$ cat config.mk
export PLATFORM = sky130hd
export DESIGN_NAME = pipe_hazard_ctrl
export DESIGN_NICKNAME = d
export VERILOG_FILES = /design/src/rtl/arm_pipe_pkg.sv /design/src/rtl/pipe_src_match.sv /design/src/rtl/pipe_hazard_ctrl.sv
export SDC_FILE = /design/constraint.sdc
export NUM_CORES = 1
export LEC_CHECK = 0
export CAP_MARGIN = 20
export CORE_MARGIN = 2
export CORE_UTILIZATION = 44
export CTS_BUF_LIST = sky130_fd_sc_hd__clkbuf_16
export CTS_CLUSTER_SIZE = 16
export DETAILED_ROUTE_END_ITERATION = 10
export PLACE_DENSITY = 0.72
export SYNTH_ARGS = -nofsm -noshare
export SYNTH_HDL_FRONTEND = slang
export SYNTH_SLANG_ARGS = --single-unit
$ cat constraint.sdc
create_clock -name clk -period 2.7 [get_ports clk]
set_input_delay 0.675 -clock clk [delete_from_list [all_inputs] [get_ports clk]]
set_output_delay 0.675 -clock clk [all_outputs]
set_load 0.005 [all_outputs]
$ cat src/rtl/arm_pipe_pkg.sv
// Shared types and constants for the pipeline hazard controller: in-flight entry
// record, default register address width and forwarding-select encoding.
package arm_pipe_pkg;

    localparam int DEF_REG_ADDR_W = 4;
    // Entries store destinations zero-extended to this width so the record type
    // does not depend on the instantiating module's address width.
    localparam int ENTRY_ADDR_W   = 8;

    // Forwarding select 0 means "read the register file"; k+1 means entry k.
    localparam int FWD_RF         = 0;

    typedef struct packed {
        logic                    valid;
        logic [ENTRY_ADDR_W-1:0] dest;
        logic                    wb_en;
        logic                    mem_r_en;
    } pipe_entry_t;

    localparam pipe_entry_t BUBBLE = '{
        valid:    1'b0,
        dest:     {ENTRY_ADDR_W{1'b0}},
        wb_en:    1'b0,
        mem_r_en: 1'b0
    };

    function automatic pipe_entry_t make_entry(
        input logic                    valid,
        input logic [ENTRY_ADDR_W-1:0] dest,
        input logic                    wb_en,
        input logic                    mem_r_en
    );
        pipe_entry_t e;
        e.valid    = valid;
        e.dest     = dest;
        e.wb_en    = wb_en;
        e.mem_r_en = mem_r_en;
        return e;
    endfunction

endpackage

$ cat src/rtl/pipe_src_match.sv
// Per-source dependency check against the in-flight entries: match vector,
// youngest-producer forwarding select and hazard bit (see PIPE_HAZARD_FWD_EN).
module pipe_src_match
    import arm_pipe_pkg::*;
#(
    parameter int REG_ADDR_W = DEF_REG_ADDR_W,
    parameter int DEPTH      = 3,
    parameter int SEL_W      = $clog2(DEPTH + 1)
) (
    input  logic                  id_valid,
    input  logic                  src_used,
    input  logic [REG_ADDR_W-1:0] src,
    input  pipe_entry_t [DEPTH-1:0] entries,
    output logic [SEL_W-1:0]      sel,
    output logic                  hazard
);

    logic [ENTRY_ADDR_W-1:0] src_ext_s;
    logic [DEPTH-1:0]        match_s;
    logic [SEL_W-1:0]        sel_s;
    logic                    hazard_s;
    logic                    unused_entry_bits_s;

    assign src_ext_s = ENTRY_ADDR_W'(src);
    assign unused_entry_bits_s = ^entries;

    // Which in-flight entries produce the register this source reads
    always_comb begin
        match_s = {DEPTH{1'b0}};
        for (int k = 0; k < DEPTH; k++) begin
            match_s[k] = id_valid & src_used & entries[k].valid & entries[k].wb_en
                       & (entries[k].dest == src_ext_s);
        end
    end

`ifdef PIPE_HAZARD_FWD_EN
    // Youngest producer wins; only a load still in EXE cannot be forwarded
    always_comb begin
        sel_s = SEL_W'(FWD_RF);
        for (int k = DEPTH - 1; k >= 0; k--) begin
            sel_s = match_s[k] ? SEL_W'(k + 1) : sel_s;
        end
        hazard_s = match_s[0] & entries[0].mem_r_en;
    end
`else
    // Without bypass paths any producer short of WB forces a stall
    always_comb begin
        sel_s    = SEL_W'(FWD_RF);
        hazard_s = |match_s[DEPTH-2:0];
    end
`endif

    assign sel    = sel_s;
    assign hazard = hazard_s;

endmodule

$ cat src/rtl/pipe_hazard_ctrl.sv
// Pipeline hazard controller: tracks in-flight instructions after ID and
// produces stall/flush/forwarding selects. Bypass enabled by PIPE_HAZARD_FWD_EN.
module pipe_hazard_ctrl
    import arm_pipe_pkg::*;
#(
    parameter int REG_ADDR_W = DEF_REG_ADDR_W,
    parameter int DEPTH      = 3,
    parameter int NUM_SRC    = 2,
    parameter int SEL_W      = $clog2(DEPTH + 1)
) (
    input  logic                          clk,
    input  logic                          rst,
    input  logic                          id_valid,
    input  logic [REG_ADDR_W-1:0]         id_dest,
    input  logic                          id_wb_en,
    input  logic                          id_mem_r_en,
    input  logic [NUM_SRC*REG_ADDR_W-1:0] id_src,
    input  logic [NUM_SRC-1:0]            id_src_used,
    input  logic                          branch_taken,
    input  logic                          mem_ready,
    output logic                          stall,
    output logic                          flush,
    output logic [NUM_SRC*SEL_W-1:0]      fwd_sel,
    output logic [31:0]                   stall_count
);

    pipe_entry_t [DEPTH-1:0] entries_r;
    pipe_entry_t             id_entry_s;
    logic [NUM_SRC-1:0]      hazard_s;
    logic                    raw_hazard_s;
    logic                    flush_s;
    logic                    stall_s;
    logic                    accept_s;
    logic [31:0]             stall_count_r;

    for (genvar s = 0; s < NUM_SRC; s++) begin : g_src
        pipe_src_match #(
            .REG_ADDR_W (REG_ADDR_W),
            .DEPTH      (DEPTH),
            .SEL_W      (SEL_W)
        ) u_match (
            .id_valid (id_valid),
            .src_used (id_src_used[s]),
            .src      (id_src[s*REG_ADDR_W +: REG_ADDR_W]),
            .entries  (entries_r),
            .sel      (fwd_sel[s*SEL_W +: SEL_W]),
            .hazard   (hazard_s[s])
        );
    end

    assign raw_hazard_s = |hazard_s;
    assign id_entry_s   = make_entry(1'b1, ENTRY_ADDR_W'(id_dest), id_wb_en, id_mem_r_en);

    // A taken branch squashes ID, so any RAW hazard on that instruction is moot
    always_comb begin
        flush_s  = branch_taken & mem_ready;
        stall_s  = ~mem_ready | (raw_hazard_s & ~flush_s);
        accept_s = id_valid & ~raw_hazard_s & ~flush_s;
    end

    // In-flight entry shift register; holds while memory is not ready
    always_ff @(posedge clk) begin
        if (rst) begin
            entries_r <= {DEPTH{BUBBLE}};
        end else if (mem_ready) begin
            for (int k = DEPTH - 1; k >= 1; k--) begin
                entries_r[k] <= entries_r[k-1];
            end
            entries_r[0] <= accept_s ? id_entry_s : BUBBLE;
        end else begin
            entries_r <= entries_r;
        end
    end

    // Saturating count of stalled cycles
    always_ff @(posedge clk) begin
        if (rst) begin
            stall_count_r <= 32'd0;
        end else if (stall_s && (stall_count_r != 32'hFFFF_FFFF)) begin
            stall_count_r <= stall_count_r + 32'd1;
        end else begin
            stall_count_r <= stall_count_r;
        end
    end

    assign stall       = stall_s;
    assign flush       = flush_s;
    assign stall_count = stall_count_r;

endmodule
After elaboration in Yosys (flattened, before gate mapping)
Cells that the tools add are included.

Register bits: 52. Input bits: 21. Output and inout bits: 38. Word-level logic and storage cells: 38.

Add/subtract/negate cells: 1. Equal/unequal tests: 5. Muxes and demuxes: 1. Bitwise logic cells: 22. Reduce and logical (&&, ||, !) cells: 2.

Operators by type and width (count): adder 32 x 1 -> 32 bit (second input constant) (1); == test 8 x 4 -> 1 bit (4); inequality test 32 bit (second input constant) (1); AND 1 bit (18); two-way mux 11 bit (1); OR reduction 4 bit (1); inverter 1 bit (3); logical AND 1 bit (1); bitwise OR 1 bit (1).

Longest topological paths before layout
Gate-level depths: netlist (run 1).

Depth after elaboration: 9. Gate-level depth with buffers: 8. Depth with buffers taken out: 7.

Cells and area by module
A second synthesis (run 1) with hierarchy kept.

Cell total of the unflattened synthesis: 303. Area total of the unflattened synthesis: 2638.8 um2.

Modules (own cells, without submodules): pipe_hazard_ctrl (times used 1, cells each 265, area an instance 2328.5 um2, sequential area each 1061.0 um2); pipe_src_match (times used 2, cells each 19, area an instance 155.1 um2, sequential area each 0.0 um2).

Least setup slack after synthesis (run 1)
No wires, ideal clock.

Kind: input -> output. Start point: input port mem_ready. End point: output port stall. Arrival: 1580 ps. Required time: 2025 ps. Setup slack: 445 ps. Stages: 4. Cell sequence: clkbuf_1 -> o31ai_1 -> o21ai_1 -> inv_1.

Word-level cells in the longest chain between the ends: 4.

RTL lines: start, declared (line pipe_hazard_ctrl.sv:20) `input logic mem_ready,`; AND 1 bit (line pipe_hazard_ctrl.sv:56) `flush_s = branch_taken & mem_ready;`; inverter 1 bit (line pipe_hazard_ctrl.sv:57) `stall_s = ~mem_ready | (raw_hazard_s & ~flush_s);`; AND 1 bit (line pipe_hazard_ctrl.sv:57); bitwise OR 1 bit (*) (line pipe_hazard_ctrl.sv:57); end, declared (line pipe_hazard_ctrl.sv:21) `output logic stall,`.

Mark *: on every way between the ends. The rest lies on a longest branch, timed or not.

Worst setup path in the final report (run 1)
Start point: input port id_src_used[1]. End point: output port stall.

Word-level cells in the longest chain between the ends: 7.

RTL lines: start, declared (line pipe_hazard_ctrl.sv:18) `input logic [NUM_SRC-1:0] id_src_used,`; AND 1 bit (*) (line pipe_src_match.sv:31) `match_s[k] = id_valid & src_used & entries[k].valid & entries[k].wb_en`; AND 1 bit (2 in series) (line pipe_src_match.sv:31); AND 1 bit (line pipe_src_match.sv:32) `& (entries[k].dest == src_ext_s);`; OR reduction 4 bit (*) (line pipe_hazard_ctrl.sv:51) `assign raw_hazard_s = |hazard_s;`; AND 1 bit (*) (line pipe_hazard_ctrl.sv:57); bitwise OR 1 bit (*) (line pipe_hazard_ctrl.sv:57).

Marked as above.

==> results of run 1 <==
==> through the flow <==
stage / util [%] / std cells / cell area [µm²]
global route: 61.4 / 433 / 3340
detailed placement: 58.3 / 423 / 3170
floorplan: - / 294 / 2450
global placement: 58.3 / 423 / 3170
finish: 61.4 / 433 / 3340
CTS: 61.0 / 432 / 3320
==> cell families (layout without fill, tap and decap cells) <==
logic type                 after synthesis  in the layout
and+or+nand+nor                        141            141
other                                    1              4
buffers and inverters                   23             90
xor gates and xnor gates                16             16
AOI/OAI and AO/OA                       43             43
muxes                                   22             22
adders and majority gates                1              1
DFF                                     44             44
==> cell type report <==
class / count / area share (%)
Sequential cell: 44 / 26.4
Clock buffer: 5 / 3.74
Timing Repair Buffer: 76 / 21.8
Clock inverter: 3 / 0.337
Multi-Input combinational cell: 227 / 44.4
Inverter: 6 / 0.674
Tap cell: 72 / 2.70
==> worst reg2reg max path, stage by stage (launching register included) <==
cell and delay, ns:
sky130_fd_sc_hd__dfxtp_1 0.45, sky130_fd_sc_hd__nand4_2 0.18, sky130_fd_sc_hd__nor4_4 0.35, sky130_fd_sc_hd__nand3_2 0.11, sky130_fd_sc_hd__a311o_1 0.41, sky130_fd_sc_hd__or3_1 0.38, sky130_fd_sc_hd__or3_1 0.32, sky130_fd_sc_hd__a21oi_1 0.14
==> state kept, by name, summed over array words and instances, names as in the netlist <==
signal / cells
stall_count: 32
entries_r: 12
==> timing repair <==
action                                  4_1_cts  5_1_grt
endpoints found under the setup margin        1        3
pin swaps                                     4        6
gates resized for setup                      10        6
hold endpoints to repair                      0        0
setup buffers                                 1        1
==> cell usage in the layout, fill, tap and decap left out, drive strengths merged, types with 11 or more instances in the layout <==
cell type,netlist,routed
nand4,20,20
clkdlybuf4s50,0,40
nand3,13,13
nor2,34,34
nand2,11,11
o21ai,11,11
dfxtp,44,44
or3,13,13
nor2b,14,14
xnor2,12,12
a21oi,17,17
mux2,15,15
buf,6,24
==> how the worst min path moves through the flow <==
stage | end | cells after the start
floorplan | stall_count[5]$_SDFFE_PP0P_ | 2
global placement | stall_count[5]$_SDFFE_PP0P_ | 2
detailed placement | stall_count[5]$_SDFFE_PP0P_ | 2
CTS | stall_count[5]$_SDFFE_PP0P_ | 2
global route | stall_count[5]$_SDFFE_PP0P_ | 2
finish | stall_count[5]$_SDFFE_PP0P_ | 2
==> power groups by stage <==
| stage | clock network (µW) | registers [µW] | logic [µW] |
|---|---|---|---|
| floorplan | 0 | 676 | 64.0 |
| global placement | 0 | 678 | 133 |
| detailed placement | 0 | 678 | 135 |
| CTS | 587 | 663 | 133 |
| global route | 610 | 664 | 145 |
| finish | 569 | 663 | 133 |
==> metal layers <==
layer,routed length (µm),vias to the layer above,global-route usage (%)
met5,0,-,0
met4,23,0,2.63
met3,301,2,5.06
met2,2810,71,32.4
met1,2740,1087,26.5
li1,-,1195,-
==> PnR_summary.wiki, run 1 <==
{| class="wikitable"
! Metric !! Value
|-
| Outcome || finished clean
|-
| Portion of total power attributed to sequential cells || about half
|-
| Share of the cycle needed by the critical path after routing || between 90% and 100%
|-
| Ratio of cells with drive above 1 in the final layout || between 10% and 20%
|-
| Simple logic cell fraction of the synthesized area || between 30% and 40%
|-
| Power, Total || 1360 µW
|-
| Antenna violations before repair || 0
|-
| CP arrival || roughly 2.0 ns
|-
| Minimum clock period after layout || 2.64 ns
|-
| Syn Std Cell Area || about 0.0024 mm²
|-
| Timing startpoint of the critical path || id_src_used[1]
|-
| Compound-cell area share of the yosys netlist || 10.9%
|-
| Latest clock arrival within the worst-skew pair || 0.28 ns
|-
| Buffers plus inverters on the worst setup path || 3
|-
| Worst reg2reg path startpoint || stall_count[8]$_SDFFE_PP0P_
|-
| # rows || 27
|-
| Switching portion of total power || between 20% and 30%
|-
| CP Depth || 8
|-
| Weighted congestion at the end of routability-driven global placement || around 0.9
|-
| Maximum achievable frequency || 379 MHz
|-
| Number of buffers inserted by port buffering || 53
|-
| Count of clock tree sinks || 44
|-
| Cell types with the highest counts after synthesis || sky130_fd_sc_hd__dfxtp_1, sky130_fd_sc_hd__nor2_1, sky130_fd_sc_hd__nand4_1, sky130_fd_sc_hd__a21oi_1, sky130_fd_sc_hd__mux2_2
|-
| Standard cell with the maximum stage delay on the critical path || sky130_fd_sc_hd__clkdlybuf4s50_1
|-
| Internal cell power || around 1100 µW
|-
| Routed WL per cell || 13.6 µm
|-
| Clk pwr share || a little over two fifths
|-
| Highest net fanout along the worst path || 2
|-
| Diodes inserted || 0
|-
| Count of routing violations after the opening detailed-route iteration || between 100 and 150
|-
| Setup TNS after final layout || 0 ns
|-
| Fraction of registers with async set/reset || 0%
|-
| Maximum VDD drop || 0.299 mV
|-
| Multi-input gate area in the final layout || about 0.0015 mm²
|-
| Wire length of the first global-routing pass || a little under 10000 µm
|-
| Share of synthesized cell area in full adder, half adder and majority cells || less than 1%
|-
| Worst hold margin || between 0.4 and 0.5 ns
|-
| Minimum setup slack after placement || -0.429 ns
|-
| All-Layer GR Usage || 19.6%
|-
| Largest family of logic cells by synthesized area || simple AND/OR/NAND/NOR gates
|-
| Clock tree root buffer cell || sky130_fd_sc_hd__clkbuf_16
|-
| Worst clock skew || between 0.007 and 0.008 ns
|-
| Count of max-cap constraint violations || 0
|-
| Post-synth EDFFs || 0
|-
| Die X-Extent || about 78 µm
|-
| Register Area || roughly 900 µm²
|-
| HP Class || flip-flop to flip-flop
|-
| Max clock buf depth || 2
|-
| Capturing instance or port of the critical path || stall
|-
| Chip height || around 78 µm
|-
| Multiplexer fraction of the synthesized cell area || under 10%
|-
| Path type of the worst setup path || input pin to output pin
|-
| Layout Area Growth over Synthesis || 37.1%
|-
| R2R Path End || stall_count[30]$_SDFFE_PP0P_
|-
| Biggest area contributors in the synthesized netlist || sky130_fd_sc_hd__dfxtp_1, sky130_fd_sc_hd__mux2_2, sky130_fd_sc_hd__nor2_1
|-
| Area share of xor/xnor cells in the synthesized design || under 10%
|-
| Initial core utilization || around 45%
|-
| Hold Startpoint || stall_count[5]$_SDFFE_PP0P_
|-
| Depth of the worst register-to-register path || 7
|-
| Overall via count from detail_route || between 2k and 2.5k
|-
| Power per cell area || between 400 and 500 mW/mm²
|-
| Area share of the largest cell type after synthesis || between 30% and 40%
|-
| Number of remaining DRC errors || 0
|-
| Yosys top cell by area || sky130_fd_sc_hd__dfxtp_1
|-
| Final-layout fill cell count || 484
|-
| Count of antenna-violating nets left after detailed routing || 0
|-
| Leakage dissipation || between 0.001 and 0.0015 µW
|-
| Largest stage delay on the critical path || approximately 0.49 ns
|-
| Largest net degree at the start of global routing || 42
|-
| Count of distinct cell types in the synthesized netlist || 36
|-
| Post-synthesis average cell area || 8.38 µm²
|-
| Max-slew violations || 0
|-
| Actual slew at the worst max-slew pin || between 0.5 and 0.6 ns
|-
| Final count of negative-setup-slack endpoints || 0
|-
| Crit path cell chain || clkdlybuf4s50_1 -> nand4_1 -> nor2_1 -> nand4_1 -> nand3_2 -> o21ai_2 -> inv_1 -> dlygate4sd2_1
|-
| Psw || ~300 µW
|-
| Count leader, synth || sky130_fd_sc_hd__dfxtp_1
|-
| Kind of start point of the critical path || input pin
|-
| Sequential fraction of the synthesis area || 36.1%
|-
| Number of warnings issued by yosys || 0
|-
| Reg-to-reg slack, setup || 0.30 ns
|-
| Required @ worst endpoint || just over 2 ns
|-
| Nets@finish || ~380
|-
| Number of levels the H-tree was split into || 2
|-
| Max_slew headroom || 64.6%
|-
| Half-perimeter wire length after detailed placement || around 4400 µm
|-
| Most used flip-flop cell after synthesis || sky130_fd_sc_hd__dfxtp_1
|-
| Number of failing hold endpoints at the final stage || 0
|-
| Capturing element type of the critical path || output pin
|-
| Detailed-router iteration count before antenna repair || 4
|-
| Total Routed Length || 5880 µm
|-
| Vias per cell || 5.44
|-
| Number of instances in the synthesized netlist || approximately 290
|-
| Clock edge transition at the registers on the reported setup and hold paths || ~0.060 ns
|-
| Total global routing overflow || 0
|-
| Combinational share of power || under 10%
|-
| Category of cells accounting for the largest share of critical-path delay || buffers and inverters
|-
| Number of buffers inserted during clock tree synthesis || 5
|-
| TritonCTS clock tree || built
|-
| Most prevalent standard cell on the critical path || sky130_fd_sc_hd__nand4_1
|-
| Area of the die || just over 0.006 mm²
|-
| Core Footprint || around 0.0054 mm²
|-
| IO Count || ~60
|-
| Number of global-route vias before repair || 2085
|-
| Number of register bits inferred by synthesis || 44
|-
| CTS hold repair buffers || 0
|-
| Final Worst Setup Slack || 0.0598 ns
|}
No activity file was read; power rests on OpenSTA's default activity.
==> run 2, diff against run 1 <==
--- a/config.mk
+++ b/config.mk
@@ -8,2 +8,3 @@
 export CAP_MARGIN = 20
+export CORE_ASPECT_RATIO = 1.2
 export CORE_MARGIN = 2
==> constraint.sdc (replaced) <==
create_clock -name clk -period 2.7 [get_ports clk]
set_input_delay 0.81 -clock clk [delete_from_list [all_inputs] [get_ports clk]]
set_output_delay 0.81 -clock clk [all_outputs]
set_load 0.005 [all_outputs]
==> PnR_summary.wiki, run 2 (synthesis results as in run 1) <==
{| class="wikitable"
! Metric !! Value
|-
| Switching portion of total power || approximately a quarter
|-
| Die X-Extent || 71.9 µm
|-
| Final-layout fill cell count || between 400 and 500
|-
| Area of the die || 0.00615 mm²
|-
| IO Count || 59
|-
| Largest stage delay on the critical path || around 0.15 ns
|-
| Count of routing violations after the opening detailed-route iteration || 170
|-
| Violations in the final reports || negative setup slack
|-
| CP arrival || between 1.5 and 2 ns
|-
| Clk pwr share || between 40% and 50%
|-
| Diodes inserted || 0
|-
| TritonCTS clock tree || built
|-
| Standard cell with the maximum stage delay on the critical path || sky130_fd_sc_hd__o21ai_4
|-
| Power, Total || 1420 µW
|-
| Antenna violations before repair || 0
|-
| Max-slew violations || 0
|-
| Largest net degree at the start of global routing || 28
|-
| Max clock buf depth || 2
|-
| Portion of total power attributed to sequential cells || a little under half
|-
| Share of the cycle needed by the critical path after routing || 101%
|-
| Most common cell after layout, fill and taps aside || sky130_fd_sc_hd__dfxtp_1
|-
| Maximum VDD drop || about 0.31 mV
|-
| Routed WL per cell || around 16 µm
|-
| Internal cell power || 1090 µW
|-
| Worst clock skew || between 0.002 and 0.003 ns
|-
| Ratio of cells with drive above 1 in the final layout || between 20 and 30%
|-
| Weighted congestion at the end of routability-driven global placement || between 0.8 and 0.9
|-
| HP Class || flip-flop to flip-flop
|-
| Kind of start point of the critical path || input pin
|-
| Clock tree root buffer cell || sky130_fd_sc_hd__clkbuf_16
|-
| Total Routed Length || about 7000 µm
|-
| Number of global-route vias before repair || ~2.4k
|-
| Post-layout instance area || between 0.003 and 0.004 mm²
|-
| Initial core utilization || 45.7%
|-
| Detailed-router iteration count before antenna repair || 4
|-
| Nets@finish || roughly 400
|-
| # rows || 29
|-
| All-Layer GR Usage || 22.9%
|-
| Number of failing hold endpoints at the final stage || 0
|-
| Capturing element type of the critical path || output pin
|-
| Chip height || between 80 and 90 µm
|-
| Count of clock tree sinks || 44
|-
| Leakage dissipation || about 0.0014 µW
|-
| Half-perimeter wire length after detailed placement || ~4500 µm
|-
| Maximum achievable frequency || about 370 MHz
|-
| Layout Area Growth over Synthesis || 50.6%
|-
| Highest net fanout along the worst path || 2
|-
| Psw || about 340 µW
|-
| Number of buffers inserted by port buffering || 53
|-
| Final count of negative-setup-slack endpoints || 1
|-
| Combinational share of power || about an eighth
|-
| Number of remaining DRC errors || 0
|-
| Total global routing overflow || 0
|-
| Latest clock arrival within the worst-skew pair || a little under 0.3 ns
|-
| Path type of the worst setup path || input pin to output pin
|-
| Count of max-cap constraint violations || 0
|-
| Core Footprint || approximately 0.0053 mm²
|-
| Setup repair after global routing missed its margin || yes
|-
| Final Worst Setup Slack || -0.0338 ns
|-
| Required @ worst endpoint || approximately 1.9 ns
|-
| Power per cell area || ~390 mW/mm²
|-
| Count of antenna-violating nets left after detailed routing || 0
|-
| Vias per cell || roughly 5.7
|-
| Crit path cell chain || buf_8 -> buf_6 -> xor2_1 -> nor2_1 -> nand4_1 -> nand3_2 -> buf_6 -> o21ai_4 -> buf_6 -> inv_2 -> buf_2
|-
| Flip-flop count of the largest register, all copies and words added || 32
|-
| Number of buffers inserted during clock tree synthesis || 5
|-
| Outcome || finished with violations
|-
| Commonest cells after routing, fill and taps aside || sky130_fd_sc_hd__dfxtp_1, sky130_fd_sc_hd__clkdlybuf4s50_1, sky130_fd_sc_hd__nor2_1, sky130_fd_sc_hd__buf_4, sky130_fd_sc_hd__nand4_1
|-
| Minimum clock period after layout || around 2.7 ns
|-
| Overall via count from detail_route || about 2.5k
|-
| Wire length of the first global-routing pass || about 11000 µm
|-
| Most prevalent standard cell on the critical path || sky130_fd_sc_hd__buf_6
|-
| CTS hold repair buffers || 0
|-
| Post-detailed-placement cell area || roughly 0.0032 mm²
|-
| Number of levels the H-tree was split into || 2
|-
| Clock edge transition at the registers on the reported setup and hold paths || about 0.060 ns
|}
## run 2: final timing paths
check / startpoint / endpoint / slack (ns) / cells past startpoint
worst min register to register: stall_count[19]$_SDFFE_PP0P_ / stall_count[19]$_SDFFE_PP0P_ / 0.51 / 2
worst max register to register: entries_r[4]$_SDFFE_PP0P_ / stall_count[29]$_SDFFE_PP0P_ / 0.26 / 15
worst max-delay path: id_src[6] / stall / -0.03 / 11
worst min-delay path: stall_count[19]$_SDFFE_PP0P_ / stall_count[19]$_SDFFE_PP0P_ / 0.51 / 2
## run 2: timing repair
action,in CTS,in global routing
endpoints found under the setup margin,2,39
resized for setup,70,32
buffers inserted,16,1
pin swaps,22,13
gates cloned,2,0
## run 2: worst max-delay path, delay by kind of cell
kind | cells | cell delay [ns]
AOI/OAI and AO/OA | 1 | 0.15
and+or+nand+nor | 3 | 0.24
buffers and inverters | 6 | 0.59
xor gates and xnor gates | 1 | 0.12
## run 2: routing by layer
layer	track usage, %	vias up	share of wire, %
met2	40.1	90	52
met5	0	-	0
met4	10.8	0	3.6
met3	3.76	21	4.8
met1	27.0	1167	40
li1	-	1232	-
## run 2: cell type report
cell class              instances  area [µm²]  share of cell area (%)
clock buffers                   5         125                    3.41
clock inverters                 3        13.8                   0.375
inverters                       6        22.5                   0.614
multi-input cells             227        1660                    45.3
flip-flops and latches         44         881                    24.0
well taps                      62        77.6                    2.11
repair buffers                 90         888                    24.2
## run 2: power groups by stage
stage	Clock (µW)	Combinational (µW)	Sequential (µW)
floorplan	0	64.0	676
finish	586	173	664
detailed placement	0	137	678
global route	622	185	665
CTS	597	163	663
global placement	0	133	678
## run 2: metrics by stage
| step | hold WS (ns) | utilization, % | cells | setup slack (ns) | setup TNS (ns) |
|---|---|---|---|---|---|
| finish | 0.512 | 68.8 | 437 | -0.0338 | -0.0338 |
| global placement | 0.477 | 59.3 | 414 | -0.613 | -5.71 |
| floorplan | 0.477 | - | 294 | 0.175 | 0 |
| global route | 0.540 | 68.8 | 437 | -0.0996 | -0.750 |
| CTS | 0.518 | 66.5 | 439 | -0.0510 | -0.256 |
| detailed placement | 0.502 | 59.3 | 414 | -0.637 | -7.17 |
==> run 3, diff against run 2 <==
Clock period 2.7 ns to 3.1 ns, I/O delays scaled along.
==> PnR_summary.wiki, run 3 (synthesis results as in run 1) <==
{| class="wikitable"
! Metric !! Value
|-
| Flip-flop count of the largest register, all copies and words added || 32
|-
| Total global routing overflow || 0
|-
| Chip height || 85.5 µm
|-
| Psw || between 200 and 300 µW
|-
| Area of the die || 0.00615 mm²
|-
| Cells after DPL || 407
|-
| HP Class || flip-flop to flip-flop
|-
| Actual slew at the worst max-slew pin || about 0.62 ns
|-
| Highest net fanout along the worst path || 10
|-
| Maximum VDD drop || between 0.2 and 0.3 mV
|-
| Standard cell with the maximum stage delay on the critical path || sky130_fd_sc_hd__or4_4
|-
| Die X-Extent || 71.9 µm
|-
| Number of failing hold endpoints at the final stage || 0
|-
| Clock edge transition at the registers on the reported setup and hold paths || roughly 0.060 ns
|-
| Count of routing violations after the opening detailed-route iteration || about 190
|-
| Filler-free cell count of the finished design || roughly 430
|-
| Crit path cell chain || dlygate4sd2_1 -> nand4_1 -> o31ai_4 -> buf_4 -> buf_4 -> buf_4 -> buf_4 -> buf_4 -> buf_4 -> buf_4 -> nor2_4 -> buf_16 -> or4_4 -> a21oi_2
|-
| Count of clock tree sinks || 44
|-
| Largest stage delay on the critical path || around 0.53 ns
|-
| Half-perimeter wire length after detailed placement || ~4300 µm
|-
| Number of buffers inserted during clock tree synthesis || 5
|-
| Power, Total || between 1000 and 1500 µW
|-
| Category of cells accounting for the largest share of critical-path delay || buffers and inverters
|-
| Share of the cycle needed by the critical path after routing || a little under 100%
|-
| All-Layer GR Usage || ~23%
|-
| CTS hold repair buffers || 0
|-
| Most prevalent standard cell on the critical path || sky130_fd_sc_hd__buf_4
|-
| Met1 capacity usage during global routing || between 20% and 30%
|-
| Internal cell power || slightly above 1000 µW
|-
| Switching portion of total power || a little over a fifth
|-
| Core Footprint || 0.00533 mm²
|-
| Layout Area Growth over Synthesis || 44.3%
|-
| Number of remaining DRC errors || 0
|-
| Max_slew headroom || 58.8%
|-
| Wire length of the first global-routing pass || 11300 µm
|-
| Buffers plus inverters on the worst setup path || 9
|-
| Commonest cells after routing, fill and taps aside || sky130_fd_sc_hd__dfxtp_1, sky130_fd_sc_hd__clkdlybuf4s50_1, sky130_fd_sc_hd__nor2_1, sky130_fd_sc_hd__buf_4, sky130_fd_sc_hd__nand4_1
|-
| Clk pwr share || a little under half
|-
| Detailed-router iteration count before antenna repair || 4
|-
| Nets@finish || 391
|-
| Max clock buf depth || 2
|-
| Overall via count from detail_route || around 2.5k
|-
| Weighted congestion at the end of routability-driven global placement || approximately 0.86
|-
| Met2 Usage GRT || about two fifths
|-
| CP arrival || between 3 and 4 ns
|-
| Portion of total power attributed to sequential cells || 44.6%
|-
| Diodes inserted || 0
|-
| TritonCTS clock tree || built
|-
| Latest clock arrival within the worst-skew pair || around 0.28 ns
|-
| Combinational share of power || approximately 10%
|-
| Post-detailed-placement cell area || between 0.003 and 0.004 mm²
|-
| Worst hold margin || around 0.50 ns
|-
| IO Count || just under 60
|-
| Max-slew violations || 0
|-
| Met3 Usage GRT || roughly 4.7%
|-
| Setup repair after global routing missed its margin || no
|-
| Maximum achievable frequency || 335 MHz
|-
| Count of antenna-violating nets left after detailed routing || 0
|-
| Power per cell area || 368 mW/mm²
|-
| Outcome || finished clean
|-
| Kind of start point of the critical path || input pin
|-
| Total Routed Length || ~7000 µm
|-
| Initial core utilization || 45.7%
|-
| Most common cell after layout, fill and taps aside || sky130_fd_sc_hd__dfxtp_1
|-
| Minimum clock period after layout || just under 3 ns
|-
| Worst clock skew || roughly 0.0032 ns
|-
| Post-layout instance area || 0.00352 mm²
|-
| Number of levels the H-tree was split into || 2
|-
| Path type of the worst setup path || input pin to flip-flop
|-
| Final core utilization || 65.9%
|-
| Largest net degree at the start of global routing || 33
|-
| Number of global-route vias before repair || 2373
|-
| Antenna violations before repair || 0
|-
| Ratio of cells with drive above 1 in the final layout || roughly 22%
|-
| Routed WL per cell || approximately 16 µm
|-
| Count of max-cap constraint violations || 0
|-
| Leakage dissipation || 0.00132 µW
|-
| Clock tree root buffer cell || sky130_fd_sc_hd__clkbuf_16
|-
| Capturing element type of the critical path || flip-flop
|-
| Number of buffers inserted by port buffering || 53
|-
| Vias per cell || 5.75
|-
| # rows || 29
|-
| Final count of negative-setup-slack endpoints || 0
|-
| Required @ worst endpoint || between 3 and 4 ns
|-
| Global routing's busiest layer || met2
|}
-- run 3: cell count changes in the layout (fill, tap and decap cells not counted), moves of 3 or more --
cell / change
sky130_fd_sc_hd__buf_6: -5
sky130_fd_sc_hd__buf_2: -6
sky130_fd_sc_hd__clkbuf_2: +6
sky130_fd_sc_hd__a21oi_1: +4
sky130_fd_sc_hd__a21oi_2: -4
sky130_fd_sc_hd__dlygate4sd2_1: +3
-- run 3: path summary, 6_finish.rpt --
| path | startpoint | to | slack, ns | cells after the start |
|---|---|---|---|---|
| worst max register to register | entries_r[15]$_SDFFE_PP0P_ | stall_count[25]$_SDFFE_PP0P_ | 0.54 | 14 |
| worst max-delay path | id_src_used[1] | stall_count[25]$_SDFFE_PP0P_ | 0.12 | 14 |
| worst min register to register | stall_count[17]$_SDFFE_PP0P_ | stall_count[17]$_SDFFE_PP0P_ | 0.50 | 2 |
| worst min-delay path | stall_count[17]$_SDFFE_PP0P_ | stall_count[17]$_SDFFE_PP0P_ | 0.50 | 2 |
-- run 3: per-stage QoR --
step                setup TNS (ns)  worst slack, ns
floorplan                        0            0.335
global placement            -0.455           -0.455
detailed placement          -0.514           -0.492
CTS                       -0.00809         -0.00809
global route                     0           0.0313
finish                           0            0.117
-- run 3: layer usage --
metal	vias up	wire, µm
li1	1210	-
met1	1157	2700
met2	97	3540
met5	-	0
met3	21	357
met4	0	231
-- run 3: final cells by class --
class,instances,area (µm²)
clock buffers,5,125
multi-input cells,227,1590
well taps,62,77.6
fillers,454,1820
repair buffers,85,781
inverters,6,22.5
clock inverters,3,37.5
flip-flops and latches,44,881
-- run 3: worst register-to-register path, cell delays in order, from the launching register on --
cell	delay, ns
sky130_fd_sc_hd__dfxtp_1	0.38
sky130_fd_sc_hd__xnor2_1	0.14
sky130_fd_sc_hd__nand3_1	0.15
sky130_fd_sc_hd__o31ai_4	0.23
sky130_fd_sc_hd__buf_4	0.15
sky130_fd_sc_hd__buf_4	0.09
sky130_fd_sc_hd__buf_4	0.09
sky130_fd_sc_hd__buf_4	0.09
sky130_fd_sc_hd__buf_4	0.10
sky130_fd_sc_hd__buf_4	0.10
sky130_fd_sc_hd__buf_4	0.11
sky130_fd_sc_hd__nor2_4	0.06
sky130_fd_sc_hd__buf_16	0.15
sky130_fd_sc_hd__or4_4	0.53
sky130_fd_sc_hd__a21oi_2	0.14
-- run 3: power by group through the flow --
stage	Sequential [µW]	Combinational [µW]	Clock, µW
after floorplan	589	55.7	0
after CTS	578	128	596
after global placement	590	112	0
after detailed placement	590	114	0
final	578	133	584
after global routing	578	143	622
-- run 3: timing repair --
item	CTS	global route
pin swaps	17	16
setup endpoints to repair	1	36
gates cloned	2	1
setup buffers	17	1
resized for setup	36	23
